File: config.mk
export PLATFORM = sky130hd
export DESIGN_NAME = branch_resolve_bht_flat
export DESIGN_NICKNAME = d
export VERILOG_FILES = /design/src/rtl/branch_pkg.sv /design/src/rtl/branch_resolve_bht_if.sv /design/src/rtl/branch_resolve_bht_bimodal_bht.sv /design/src/rtl/branch_resolve_bht.sv /design/src/flat_wrapper.sv
export SDC_FILE = /design/constraint.sdc
export NUM_CORES = 1
export LEC_CHECK = 0
export CORE_MARGIN = 2
export CORE_UTILIZATION = 51
export CTS_CLUSTER_SIZE = 25
export DETAILED_ROUTE_END_ITERATION = 7
export HOLD_SLACK_MARGIN = 0.1
export MAX_ROUTING_LAYER = met4
export PLACE_DENSITY = 0.87
export SYNTH_ARGS = -nofsm -noshare
export SYNTH_HDL_FRONTEND = slang
export SYNTH_SLANG_ARGS = --single-unit
File: constraint.sdc
create_clock -name clk -period 8.15 [get_ports clk]
set_input_delay 0.815 -clock clk [delete_from_list [all_inputs] [get_ports clk]]
set_output_delay 0.815 -clock clk [all_outputs]
set_load 0.03 [all_outputs]
File: src/rtl/branch_pkg.sv
`default_nettype none
// ============================================================================
//  Module      : branch_pkg
//  Description : Opcode constants, counter encodings and saturating helpers
//                shared by the branch-resolution unit and its predictor.
//  Revision    : 1.0 - initial release
// ============================================================================
package branch_pkg;

    localparam logic [5:0] OP_REGIMM = 6'b000001;
    localparam logic [5:0] OP_BEQ    = 6'b000100;
    localparam logic [5:0] OP_BNE    = 6'b000101;
    localparam logic [5:0] OP_BLEZ   = 6'b000110;
    localparam logic [5:0] OP_BGTZ   = 6'b000111;

    localparam logic [4:0] RT_BLTZ   = 5'b00000;
    localparam logic [4:0] RT_BGEZ   = 5'b00001;

    typedef enum logic [1:0] {
        SNT = 2'd0,
        WNT = 2'd1,
        WT  = 2'd2,
        ST  = 2'd3
    } ctr_e;

    function automatic logic [1:0] sat_inc(input logic [1:0] c);
        return (c == 2'(ST)) ? c : c + 2'd1;
    endfunction

    function automatic logic [1:0] sat_dec(input logic [1:0] c);
        return (c == 2'(SNT)) ? c : c - 2'd1;
    endfunction

endpackage
`default_nettype wire

File: src/rtl/branch_resolve_bht_if.sv
`default_nettype none
// ============================================================================
//  Module      : branch_resolve_bht_if
//  Description : Lookup port plus valid/ready operand slot and registered
//                outcome of the branch-resolution unit.
//  Revision    : 1.0 - initial release
// ============================================================================
interface branch_resolve_bht_if #(
    parameter int XLEN = 32
);
    logic [XLEN-1:0] lk_pc;
    logic            lk_taken;

    logic            in_valid;
    logic            in_ready;
    logic [5:0]      in_opcode;
    logic [4:0]      in_rt;
    logic [XLEN-1:0] in_rs_val;
    logic [XLEN-1:0] in_rt_val;
    logic [15:0]     in_offset;
    logic [XLEN-1:0] in_pc;
    logic            in_pred;
    logic            flush;

    logic            out_valid;
    logic            out_ready;
    logic            out_branch;
    logic            out_taken;
    logic [XLEN-1:0] out_target;
    logic            out_mispred;
    logic [XLEN-1:0] out_redirect;

    modport master (
        output lk_pc,
        input  lk_taken,
        output in_valid, in_opcode, in_rt, in_rs_val, in_rt_val, in_offset,
               in_pc, in_pred, flush,
        input  in_ready,
        input  out_valid, out_branch, out_taken, out_target, out_mispred,
               out_redirect,
        output out_ready
    );

    modport slave (
        input  lk_pc,
        output lk_taken,
        input  in_valid, in_opcode, in_rt, in_rs_val, in_rt_val, in_offset,
               in_pc, in_pred, flush,
        output in_ready,
        output out_valid, out_branch, out_taken, out_target, out_mispred,
               out_redirect,
        input  out_ready
    );

endinterface
`default_nettype wire

File: src/rtl/branch_resolve_bht_bimodal_bht.sv
`default_nettype none
// ============================================================================
//  Module      : bimodal_bht
//  Description : Array of 2-bit saturating counters with one combinational
//                read port and one synchronous update port.
//  Revision    : 1.0 - initial release
// ============================================================================
module bimodal_bht
    import branch_pkg::*;
#(
    parameter int ENTRIES  = 16,
    parameter int CTR_INIT = 1,
    parameter int IDX_W    = $clog2(ENTRIES)
) (
    input  wire logic             clk,
    input  wire logic             rst,
    input  wire logic [IDX_W-1:0] ridx,
    output      logic             rd_taken,
    input  wire logic             we,
    input  wire logic [IDX_W-1:0] widx,
    input  wire logic             taken
);

    localparam logic [1:0] c_init = 2'(CTR_INIT);

    logic [1:0] r_ctr [ENTRIES];

    always_ff @(posedge clk) begin
        if (rst) begin
            for (int i = 0; i < ENTRIES; i++) begin
                r_ctr[i] <= c_init;
            end
        end else if (we) begin
            r_ctr[widx] <= taken ? sat_inc(r_ctr[widx]) : sat_dec(r_ctr[widx]);
        end
    end

    // No write-to-read bypass: a same-cycle lookup sees the old counter.
    assign rd_taken = r_ctr[ridx][1];

endmodule
`default_nettype wire

File: src/rtl/branch_resolve_bht.sv
`default_nettype none
// ============================================================================
//  Module      : branch_resolve_bht
//  Description : Branch compare/decode, target adder and single-entry output
//                slot, with a bimodal predictor trained on resolved branches.
//  Revision    : 1.0 - initial release
// ============================================================================
module branch_resolve_bht
    import branch_pkg::*;
#(
    parameter int XLEN        = 32,
    parameter int BHT_ENTRIES = 16,
    parameter int CTR_INIT    = 1
) (
    input  wire logic          clk,
    input  wire logic          rst,
    branch_resolve_bht_if.slave bus
);

    localparam int IDX_W = $clog2(BHT_ENTRIES);

    logic            w_branch;
    logic            w_taken;
    logic            w_rs_neg;
    logic            w_rs_zero;
    logic            w_in_ready;
    logic            w_accept;
    logic [XLEN-1:0] w_pc4;
    logic [XLEN-1:0] w_sext;
    logic [XLEN-1:0] w_target;
    logic            w_unused_lk;

    logic            r_out_valid;
    logic            r_out_branch;
    logic            r_out_taken;
    logic [XLEN-1:0] r_out_target;
    logic            r_out_mispred;
    logic [XLEN-1:0] r_out_redirect;

    // Signed compares against zero reduce to sign bit and zero test.
    assign w_rs_neg  = bus.in_rs_val[XLEN-1];
    assign w_rs_zero = (bus.in_rs_val == '0);

    always_comb begin
        w_branch = 1'b0;
        w_taken  = 1'b0;
        case (bus.in_opcode)
            OP_REGIMM: begin
                if (bus.in_rt == RT_BLTZ) begin
                    w_branch = 1'b1;
                    w_taken  = w_rs_neg;
                end else if (bus.in_rt == RT_BGEZ) begin
                    w_branch = 1'b1;
                    w_taken  = !w_rs_neg;
                end
            end
            OP_BEQ: begin
                w_branch = 1'b1;
                w_taken  = (bus.in_rs_val == bus.in_rt_val);
            end
            OP_BNE: begin
                w_branch = 1'b1;
                w_taken  = (bus.in_rs_val != bus.in_rt_val);
            end
            OP_BLEZ: begin
                w_branch = 1'b1;
                w_taken  = w_rs_neg || w_rs_zero;
            end
            OP_BGTZ: begin
                w_branch = 1'b1;
                w_taken  = !w_rs_neg && !w_rs_zero;
            end
            default: begin
                w_branch = 1'b0;
                w_taken  = 1'b0;
            end
        endcase
    end

    assign w_pc4    = bus.in_pc + XLEN'(4);
    assign w_sext   = XLEN'($signed(bus.in_offset));
    assign w_target = w_pc4 + (w_sext << 2);

    assign w_in_ready = !r_out_valid || bus.out_ready;
    assign w_accept   = bus.in_valid && w_in_ready && !bus.flush;

    always_ff @(posedge clk) begin
        if (rst) begin
            r_out_valid    <= 1'b0;
            r_out_branch   <= 1'b0;
            r_out_taken    <= 1'b0;
            r_out_target   <= '0;
            r_out_mispred  <= 1'b0;
            r_out_redirect <= '0;
        end else if (bus.flush) begin
            r_out_valid <= 1'b0;
        end else if (w_accept) begin
            r_out_valid    <= 1'b1;
            r_out_branch   <= w_branch;
            r_out_taken    <= w_taken;
            r_out_target   <= w_target;
            r_out_mispred  <= (w_taken != bus.in_pred);
            r_out_redirect <= w_taken ? w_target : w_pc4;
        end else if (bus.out_ready) begin
            r_out_valid <= 1'b0;
        end
    end

    bimodal_bht #(
        .ENTRIES  (BHT_ENTRIES),
        .CTR_INIT (CTR_INIT)
    ) u_bht (
        .clk      (clk),
        .rst      (rst),
        .ridx     (bus.lk_pc[IDX_W+1:2]),
        .rd_taken (bus.lk_taken),
        .we       (w_accept && w_branch),
        .widx     (bus.in_pc[IDX_W+1:2]),
        .taken    (w_taken)
    );

    assign w_unused_lk = ^{bus.lk_pc[XLEN-1:IDX_W+2], bus.lk_pc[1:0]};

    assign bus.in_ready     = w_in_ready;
    assign bus.out_valid    = r_out_valid;
    assign bus.out_branch   = r_out_branch;
    assign bus.out_taken    = r_out_taken;
    assign bus.out_target   = r_out_target;
    assign bus.out_mispred  = r_out_mispred;
    assign bus.out_redirect = r_out_redirect;

endmodule
`default_nettype wire
File: src/flat_wrapper.sv
// flat-port wrapper written by rule: the top's interface ports become plain ports
module branch_resolve_bht_flat import branch_pkg::*;
#(
    parameter int XLEN        = 32,
    parameter int BHT_ENTRIES = 16,
    parameter int CTR_INIT    = 1
)
  (clk, rst, bus_lk_pc, bus_lk_taken, bus_in_valid, bus_in_opcode, bus_in_rt, bus_in_rs_val, bus_in_rt_val, bus_in_offset, bus_in_pc, bus_in_pred, bus_flush, bus_in_ready, bus_out_valid, bus_out_branch, bus_out_taken, bus_out_target, bus_out_mispred, bus_out_redirect, bus_out_ready);
  branch_resolve_bht_if #(.XLEN(XLEN)) bus_i ();
  input  wire logic clk;
  input  wire logic rst;
  input wire logic [$bits(bus_i.lk_pc)-1:0] bus_lk_pc;
  output wire logic [$bits(bus_i.lk_taken)-1:0] bus_lk_taken;
  input wire logic [$bits(bus_i.in_valid)-1:0] bus_in_valid;
  input wire logic [$bits(bus_i.in_opcode)-1:0] bus_in_opcode;
  input wire logic [$bits(bus_i.in_rt)-1:0] bus_in_rt;
  input wire logic [$bits(bus_i.in_rs_val)-1:0] bus_in_rs_val;
  input wire logic [$bits(bus_i.in_rt_val)-1:0] bus_in_rt_val;
  input wire logic [$bits(bus_i.in_offset)-1:0] bus_in_offset;
  input wire logic [$bits(bus_i.in_pc)-1:0] bus_in_pc;
  input wire logic [$bits(bus_i.in_pred)-1:0] bus_in_pred;
  input wire logic [$bits(bus_i.flush)-1:0] bus_flush;
  output wire logic [$bits(bus_i.in_ready)-1:0] bus_in_ready;
  output wire logic [$bits(bus_i.out_valid)-1:0] bus_out_valid;
  output wire logic [$bits(bus_i.out_branch)-1:0] bus_out_branch;
  output wire logic [$bits(bus_i.out_taken)-1:0] bus_out_taken;
  output wire logic [$bits(bus_i.out_target)-1:0] bus_out_target;
  output wire logic [$bits(bus_i.out_mispred)-1:0] bus_out_mispred;
  output wire logic [$bits(bus_i.out_redirect)-1:0] bus_out_redirect;
  input wire logic [$bits(bus_i.out_ready)-1:0] bus_out_ready;
  assign bus_i.lk_pc = bus_lk_pc;
  assign bus_lk_taken = bus_i.lk_taken;
  assign bus_i.in_valid = bus_in_valid;
  assign bus_i.in_opcode = bus_in_opcode;
  assign bus_i.in_rt = bus_in_rt;
  assign bus_i.in_rs_val = bus_in_rs_val;
  assign bus_i.in_rt_val = bus_in_rt_val;
  assign bus_i.in_offset = bus_in_offset;
  assign bus_i.in_pc = bus_in_pc;
  assign bus_i.in_pred = bus_in_pred;
  assign bus_i.flush = bus_flush;
  assign bus_in_ready = bus_i.in_ready;
  assign bus_out_valid = bus_i.out_valid;
  assign bus_out_branch = bus_i.out_branch;
  assign bus_out_taken = bus_i.out_taken;
  assign bus_out_target = bus_i.out_target;
  assign bus_out_mispred = bus_i.out_mispred;
  assign bus_out_redirect = bus_i.out_redirect;
  assign bus_i.out_ready = bus_out_ready;
  branch_resolve_bht #(.XLEN(XLEN), .BHT_ENTRIES(BHT_ENTRIES), .CTR_INIT(CTR_INIT)) u_core (.clk(clk), .rst(rst), .bus(bus_i));
endmodule
Word level (Yosys, flattened, before mapping) --
Memories as Yosys holds them, arrays and structs flattened. Cells that the tools add are included.
Word-level totals: RAM bits 32, word-level logic and storage cells 60, memories 1, flip-flop bits (word level) 68, output and inout port bits 70
Memories:
- u_core.u_bht.r_ctr | words 16, bits a word 2, read ports 2, clocked after memory_dff 0, wr ports 16, line branch_resolve_bht_bimodal_bht.sv:26 | logic [1:0] r_ctr [ENTRIES];
Operators by class: add/sub/neg operators 4, multiplexer cells 20, reduce and logical (&&, ||, !) cells 18, bitwise gates (word level) 1, equality and inequality tests 10
Operator list (count):
- adder 32 x 3 -> 32 bit (second input constant) | 1
- adder 32 bit | 1
- == test 32 bit | 1
- logical NOT 32 bit | 1
- 2-to-1 mux 32 bit | 1
- inequality test 32 bit | 1
- == test 6 x 3 -> 1 bit (second input constant) | 4
- 2-to-1 mux 1 bit | 12
- 2-to-1 mux 2 bit | 4
- == test 6 x 1 -> 1 bit (second input constant) | 1
- == test 5 x 1 -> 1 bit (second input constant) | 1
- logical NOT 5 bit | 1
- case mux 1 bit (5 select lines) | 1
- logical AND 1 bit | 4
- logical NOT 1 bit | 4
- 2-to-1 mux 4 bit | 1
- OR reduction 2 bit | 2
- OR reduction 4 bit | 1
- adder 2 x 1 -> 2 bit (second input constant) | 1
- == test 2 bit (second input constant) | 1
- logical NOT 2 bit | 1
- logical OR 1 bit | 2
- case mux 1 bit (2 select lines) | 1
- AND reduction 2 bit | 1
- other kinds (4) | 4

Longest topological paths before layout --
Gate-level depths: netlist (run 1).
depth after elaboration 10, gate-level depth with buffers 17, gate-level depth less buffers 15

Cells and area by module --
A second synthesis (run 1) with hierarchy kept.
Unflattened totals: cells, all modules 800, area total of the unflattened synthesis 6917.9 um^2
By module, submodules not included:
- branch_resolve_bht | area each 5094.9 um^2, cells an instance 653, instances 1
- bimodal_bht | area each 1823.0 um^2, cells an instance 147, instances 1

Worst setup path before layout (run 1) --
Ideal clock, no wire load.
kind in2reg, from in bus_in_pc[5], to reg u_core.r_out_target[29] (netlist: u_core.bus.out_target[29]), data required time 8018 ps, library setup time 132 ps, stages on the path 15, buffers on the path 2, data arrival time 3931 ps, slack 4086 ps, cell sequence buf_4 > and4_1 > nand4_4 > nor2_1 > nand4_1 > xnor2_1 > ha_1 > clkbuf_1 > and4_1 > nand4_1 > or3b_2 > a21oi_1 > nor3_1 > o31ai_1 > a21oi_1
On the way: word-level cells in the longest chain between the ends 2
RTL lines:
- start: declaration | line flat_wrapper.sv:20 | input wire logic [$bits(bus_i.in_pc)-1:0] bus_in_pc;
- adder 32 x 3 -> 32 bit | line branch_resolve_bht.sv:80 | assign w_pc4 = bus.in_pc + XLEN'(4);
- adder 32 bit | line branch_resolve_bht.sv:82 | assign w_target = w_pc4 + (w_sext << 2);
- end signal: assignment | line branch_resolve_bht.sv:101 | r_out_target <= w_target;
- end: declaration | line branch_resolve_bht.sv:36 | logic [XLEN-1:0] r_out_target;
Every way passes these cells. A chain may end at the register's enable or synchronous reset.

Worst setup path in the final report (run 1) --
from in bus_in_pc[2], to reg u_core.r_out_redirect[26] (netlist: u_core.bus.out_redirect[26])
On the way: word-level cells in the longest chain between the ends 3
RTL lines:
- adder 32 x 3 -> 32 bit * | line branch_resolve_bht.sv:80
- adder 32 bit | line branch_resolve_bht.sv:82
- 2-to-1 mux 32 bit * | line branch_resolve_bht.sv:103 | r_out_redirect <= w_taken ? w_target : w_pc4;
- end signal: assignment | line branch_resolve_bht.sv:103
- end: declaration | line branch_resolve_bht.sv:38 | logic [XLEN-1:0] r_out_redirect;
Every way passes the cells marked *; elsewhere a longest branch is shown, timed or not.

==> flow_metrics.py, run 1 <==
metrics = {
    "run": {
        "maxCapViolations": 0,
    },
    "layout": {
        "finalInstanceArea_sq_um": 9550,
        "fin_util_pct": 69.4,
        "mostFrequentLayoutCell": "clkdlybuf4s50_1",
        "layout-drive-gt1-share_pct": 5.43,
        "nets": 1189,
        "syn_to_final_growth_pct": 34.2,
        "fin_cells": 1175,
        "layout_common_cells": "clkdlybuf4s50_1, nand2_1, nor2_1, dfxtp_1, a21oi_1",
    },
    "floorplan": {
        "die_w_um": 122,
        "initial_core_util_pct": 51.7,
        "die_y_um": 122,
        "core_area_sq_um": 13800,
        "ioPinCount": 231,
        "die_area_sq_um": 14900,
        "rows": 43,
    },
    "clock_tree": {
        "postCtsSetupRepairBufs": 0,
        "cts_sinks": 98,
        "path_clk_slew_ns": 0.08,
        "hold_buffers": 0,
        "clock_tree.htree_level_count": 3,
        "cts.repair.resized": 0,
        "clk_latency_ns": 0.36,
        "clockBufferDepth": 2,
        "cts_buffers": 9,
        "cts_root_buffer": "clkbuf_16",
        "cts_tree": "yes",
    },
    "setup_path": {
        "start_kind": "primary input",
        "cp_top_family": "simple AND/OR/NAND/NOR gates",
        "critPathBufInv": 1,
        "slowest_stage": "clkdlybuf4s50_1",
        "crit_fanout": 14,
        "worstSetupEndpointType": "register",
        "max_stage_delay_ns": 1.08,
        "crit_arrival_ns": 5.71,
        "cpMostUsedCell": "ha_1",
        "path_cells": "clkdlybuf4s50_1 -> ha_1 -> and3_1 -> nand2b_1 -> nor2_1 -> xor2_1 -> ha_1 -> nand2_1 -> or2_2 -> or4_4 -> a211oi_1 -> or3_1 -> nand3b_1 -> a311oi_2",
        "critPathKind": "primary input to register",
        "cp_data_required_time_ns": 8.43,
    },
    "power_and_ir_drop": {
        "leakagePower_nw": 3.53,
        "power-per-cell-area_nw_per_um2": 152,
        "ir_worst_vdd_uv": 94.1,
        "p_total_mw": 1.45,
    },
    "yosys": {
        "syn_inst": 813,
        "ys_async_sr_fraction_pct": 0,
        "synth-simple-area-share_pct": 24.8,
        "ys_ff_latch": 98,
        "synth_top_family_by_area": "simple AND/OR/NAND/NOR gates",
        "avgSynthCellArea_sq_um": 8.76,
        "ys_seq_area_share_pct": 32.0,
        "synthXorXnorAreaFrac_pct": 9.66,
        "yosys_most_used_dff": "dfxtp_1",
        "synth_edf_count": 32,
        "synth_compound_area_share_pct": 15.2,
        "yosys.cell_types.count": 69,
        "synth_area_sq_um": 7120,
        "yosysWarnings": 0,
        "synth_fa_ha_area_share_pct": 7.24,
        "synth_nets": 1013,
        "synthMuxAreaShare_pct": 7.96,
    },
    "detailed_routing": {
        "via_count": 6811,
        "drtIter0Drc": 321,
        "route.detailed.drc": 0,
        "avgViaCountPerCell": 5.80,
        "wl_um": 21500,
        "antenna_left": 0,
        "routedWlPerCell_um": 18.3,
        "firstDrtPassIters": 5,
    },
    "status": {
        "status": "finished clean",
    },
    "timing": {
        "fin_setup_tns_ns": 0,
        "hold_slack_ns": 0.454,
        "worst_slew_pin_slew_ns": 1.09,
        "final_hold_viol_count": 0,
        "slew_headroom_pct": 26.8,
        "slew_viol_final": 0,
        "fin_skew_ns": 0.00676,
        "fin_crit_ns": 5.43,
        "setup_viol_count_final": 0,
        "fmax_ghz": 0.184,
        "fin_crit_sh_pct": 66.6,
        "rsz0062_at_grt": "no",
        "setup_ws_ns": 2.72,
    },
    "global_routing": {
        "antenna_found_initial": 1,
        "grt_pass1_wl_um": 32300,
        "grt_pass1_vias": 6423,
        "overflow": 0,
        "grt_max_degree": 85,
        "grt_util_all_layers_pct": 28.9,
    },
    "placed_design": {
        "dpl_cell_area_sq_um": 9230,
        "dp_slack_ns": 2.39,
        "place_inst": 1158,
        "routabilityCongestion": 0.935,
        "dp_hpwl_um": 16000,
        "io_buffers": 202,
    },
    "min_path": {
        "holdCritPathClass": "register to register",
    },
}
[registers in the layout, summed over array words and instances, names as in the netlist]
register / flops
u_core.bus.out_redirect: 32
u_core.u_bht.r_ctr: 32
u_core.bus.out_target: 30
u_core.bus.out_branch: 1
u_core.bus.out_mispred: 1
u_core.bus.out_taken: 1
u_core.bus.out_valid: 1
[worst min-delay path, delay by kind of cell, from the launching register on]
kind	cells	cell delay (ns)
AOI/OAI and AO/OA	1	0.05
and+or+nand+nor	1	0.05
DFF	1	0.31
[per-layer routing]
| layer | track usage, % | wire length [um] | up-vias |
|---|---|---|---|
| met5 | - | 0 | - |
| met2 | 48.2 | 10300 | 268 |
| met3 | 7.54 | 2130 | 36 |
| li1 | - | - | 3318 |
| met4 | 10.2 | 556 | 0 |
| met1 | 33.8 | 8520 | 3189 |
[synthesized netlist by cell type, drive strengths merged (10+ instances only)]
| cell | instances | share of area [%] |
|---|---|---|
| xnor2 | 57 | 7.0 |
| xor2 | 19 | 2.3 |
| nor2 | 76 | 4.0 |
| o21ai | 25 | 1.8 |
| nand2 | 90 | 4.7 |
| dfxtp | 66 | 19 |
| nand3 | 38 | 2.7 |
| mux4 | 14 | 4.4 |
| a21oi | 58 | 4.1 |
| nor3 | 10 | 0.70 |
| mux2i | 24 | 3.4 |
| buf | 12 | 0.91 |
| inv | 11 | 0.58 |
| edfxtp | 32 | 13 |
| nor4 | 11 | 0.97 |
| nand3b | 11 | 1.2 |
| ha | 38 | 6.7 |
| clkbuf | 29 | 1.5 |
| a211oi | 29 | 3.1 |
| nand2b | 36 | 3.2 |
| nand4 | 23 | 2.2 |
| a21o | 15 | 1.6 |
[area by class of cell]
| cell class | instances | area, sq um |
|---|---|---|
| Clock buffer | 9 | 225 |
| Timing Repair Buffer | 206 | 2050 |
| Antenna cell | 1 | 2.50 |
| Fill cell | 1065 | 4220 |
| Clock inverter | 7 | 93.8 |
| Tap cell | 180 | 225 |
| Multi-Input combinational cell | 663 | 4640 |
| Inverter | 11 | 41.3 |
| Sequential cell | 98 | 2280 |
[where the power goes]
part	internal, mW	switching (mW)
combinational	0.206	0.245
clock	0.247	0.213
sequential	0.528	0.0136
total	0.981	0.471
[cell families after synthesis]
group                      count (synthesis)
and+or+nand+nor                          342
AOI/OAI and AO/OA                        164
adders and majority gates                 41
buffers and inverters                     52
xor gates and xnor gates                  77
DFF                                       98
muxes                                     39
[final timing paths]
path / startpoint / end / slack, ns / cells past startpoint
max reg2reg: u_core.bus.out_valid / u_core.u_bht.r_ctr[7][0] / 5.52 / 6
min: u_core.bus.out_target[26] / u_core.bus.out_target[26] / 0.45 / 2
min reg2reg: u_core.bus.out_target[26] / u_core.bus.out_target[26] / 0.45 / 2
max: bus_in_pc[2] / u_core.bus.out_redirect[26] / 2.72 / 14
(Power assumes the default switching activity.)
==> run 2: changes to the inputs <==
- CORE_UTILIZATION: 51 -> 43
- PLACE_DENSITY: 0.87 -> 0.78
- clock period: 8.15 -> 4.4 ns (I/O delays scaled with it)
==> run 2 against run 1 <==
  * Clock skew about the same
  * Power increased by 85%
  * Hold slack got worse by 0.0026 ns
  * Register-to-register slack got worse by 3.6 ns
  * Sequential share of layout area decreased by 0.67 points
  * Wire length increased by 1.5%
  * Clock power increased by 81%
  * Setup slack got worse by 2.3 ns
  * Via count increased by 1.7%
  * Flip-flop and latch count unchanged
  * Sequential power increased by 85%
  * Largest cell class unchanged
  * Highest routed layer unchanged
==> flow_metrics.py, run 2 (synthesized netlist as in run 1, its figures left out) <==
metrics = {
    "status": {
        "status": "finished clean",
    },
    "setup_path": {
        "max_stage_delay_ns": 0.53,
        "cpMostUsedCell": "a21oi_1",
        "path_cells": "clkdlybuf4s50_1 -> nand3_2 -> or3_4 -> nor2_1 -> nand2_1 -> xnor2_1 -> buf_4 -> ha_1 -> and4_1 -> nand4_1 -> or3b_2 -> a21oi_1 -> o2111a_1 -> o31ai_1 -> a21oi_1",
        "crit_fanout": 5,
        "worstSetupEndpointType": "register",
        "critPathKind": "primary input to register",
        "slowest_stage": "clkdlybuf4s50_1",
        "start_kind": "primary input",
        "cp_data_required_time_ns": 4.69,
        "crit_arrival_ns": 4.29,
    },
    "layout": {
        "mostFrequentLayoutCell": "clkdlybuf4s50_1",
        "fin_util_pct": 59.9,
        "layout_common_cells": "clkdlybuf4s50_1, nand2_1, nor2_1, dfxtp_1, a21oi_1",
        "nets": 1221,
        "syn_to_final_growth_pct": 38.0,
        "layout-drive-gt1-share_pct": 8.28,
    },
    "timing": {
        "rsz0062_at_grt": "no",
        "setup_viol_count_final": 0,
        "fin_setup_tns_ns": 0,
        "fin_skew_ns": 0.00706,
        "slew_viol_final": 0,
        "fmax_ghz": 0.250,
        "slew_headroom_pct": 42.5,
        "fin_crit_ns": 4.00,
        "worst_slew_pin_slew_ns": 0.862,
        "final_hold_viol_count": 0,
        "fin_crit_sh_pct": 91.0,
    },
    "floorplan": {
        "ioPinCount": 231,
        "core_area_sq_um": 16400,
        "rows": 47,
        "die_area_sq_um": 17600,
        "initial_core_util_pct": 43.4,
        "die_y_um": 133,
        "die_w_um": 133,
    },
    "detailed_routing": {
        "wl_um": 21800,
        "firstDrtPassIters": 5,
        "wl_met2_um": 10400,
        "via_count": 6929,
        "wl_met1_um": 8910,
        "routedWlPerCell_um": 17.5,
        "dr_wl_met3_um": 1870,
        "route.detailed.drc": 0,
        "avgViaCountPerCell": 5.56,
        "drtIter0Drc": 376,
        "top_layer": "met4",
        "antenna_left": 0,
    },
    "global_routing": {
        "grt_pass1_wl_um": 33700,
        "antenna_found_initial": 1,
        "overflow": 0,
        "grt_pass1_vias": 6776,
        "grt_util_all_layers_pct": 25.0,
        "grt_max_degree": 85,
    },
    "clock_tree": {
        "cts_tree": "yes",
        "hold_buffers": 0,
        "clock_tree.htree_level_count": 3,
        "postCtsSetupRepairBufs": 0,
        "path_clk_slew_ns": 0.07,
        "cts_buffers": 9,
        "cts_root_buffer": "clkbuf_16",
        "cts_sinks": 98,
        "cts.repair.resized": 0,
        "clk_latency_ns": 0.36,
        "clockBufferDepth": 2,
    },
    "placed_design": {
        "dp_hpwl_um": 16600,
        "io_buffers": 202,
        "routabilityCongestion": 0.916,
    },
    "power_and_ir_drop": {
        "power-per-cell-area_nw_per_um2": 274,
        "ir_worst_vdd_uv": 177,
        "leakagePower_nw": 3.68,
    },
    "min_path": {
        "holdCritPathClass": "register to register",
    },
    "run": {
        "maxCapViolations": 0,
    },
}
-- run 2: worst max-delay path: cells and delay by family --
kind                     cells  cell delay (ns)
AO/OA/AOI/OAI                4             0.90
XOR/XNOR                     1             0.16
adder cells (fa/ha/maj)      1             0.33
buffers and inverters        2             0.68
AND/OR/NAND/NOR              7             1.78
-- run 2: path summary, 6_finish.rpt --
| path | from | to | depth (start not counted) | slack [ns] |
|---|---|---|---|---|
| hold / removal | u_core.bus.out_target[30] | u_core.bus.out_target[30] | 2 | 0.45 |
| setup reg to reg | u_core.u_bht.r_ctr[2][1] | u_core.u_bht.r_ctr[4][1] | 5 | 1.95 |
| hold reg to reg | u_core.bus.out_target[30] | u_core.bus.out_target[30] | 2 | 0.45 |
| setup / recovery | bus_in_pc[11] | u_core.bus.out_target[29] | 15 | 0.40 |
-- run 2: where the power goes --
part / total, mW / switching (mW) / leakage, nW / internal, mW
Sequential: 1.00 / 0.0254 / 0.818 / 0.979
Combinational: 0.857 / 0.456 / 2.72 / 0.401
Clock: 0.832 / 0.383 / 0.145 / 0.450
-- run 2: layer usage --
layer  track usage, %  vias up
li1                 -     3389
met1             28.6     3226
met2             41.8      271
met3             6.40       43
met4             9.98        0
met5                -        -
-- run 2: stage by stage --
stage	area (sq um)	power (mW)	setup slack, ns	std cells	hold slack [ns]
CTS	9830	2.71	0.435	1246	0.454
global route	9830	2.82	0.191	1247	0.482
global placement	9520	1.86	0.132	1230	0.439
finish	9830	2.69	0.395	1247	0.452
detailed placement	9520	1.87	0.0902	1230	0.447
floorplan	7120	1.51	0.711	813	0.519
-- run 2: layout make-up --
cell class / count / area [sq um]
Multi-Input combinational cell: 663 / 4640
Inverter: 11 / 41.3
Antenna cell: 1 / 2.50
Fill cell: 1430 / 6580
Clock inverter: 6 / 75.1
Sequential cell: 98 / 2280
Timing Repair Buffer: 238 / 2290
Clock buffer: 10 / 229
Tap cell: 220 / 275
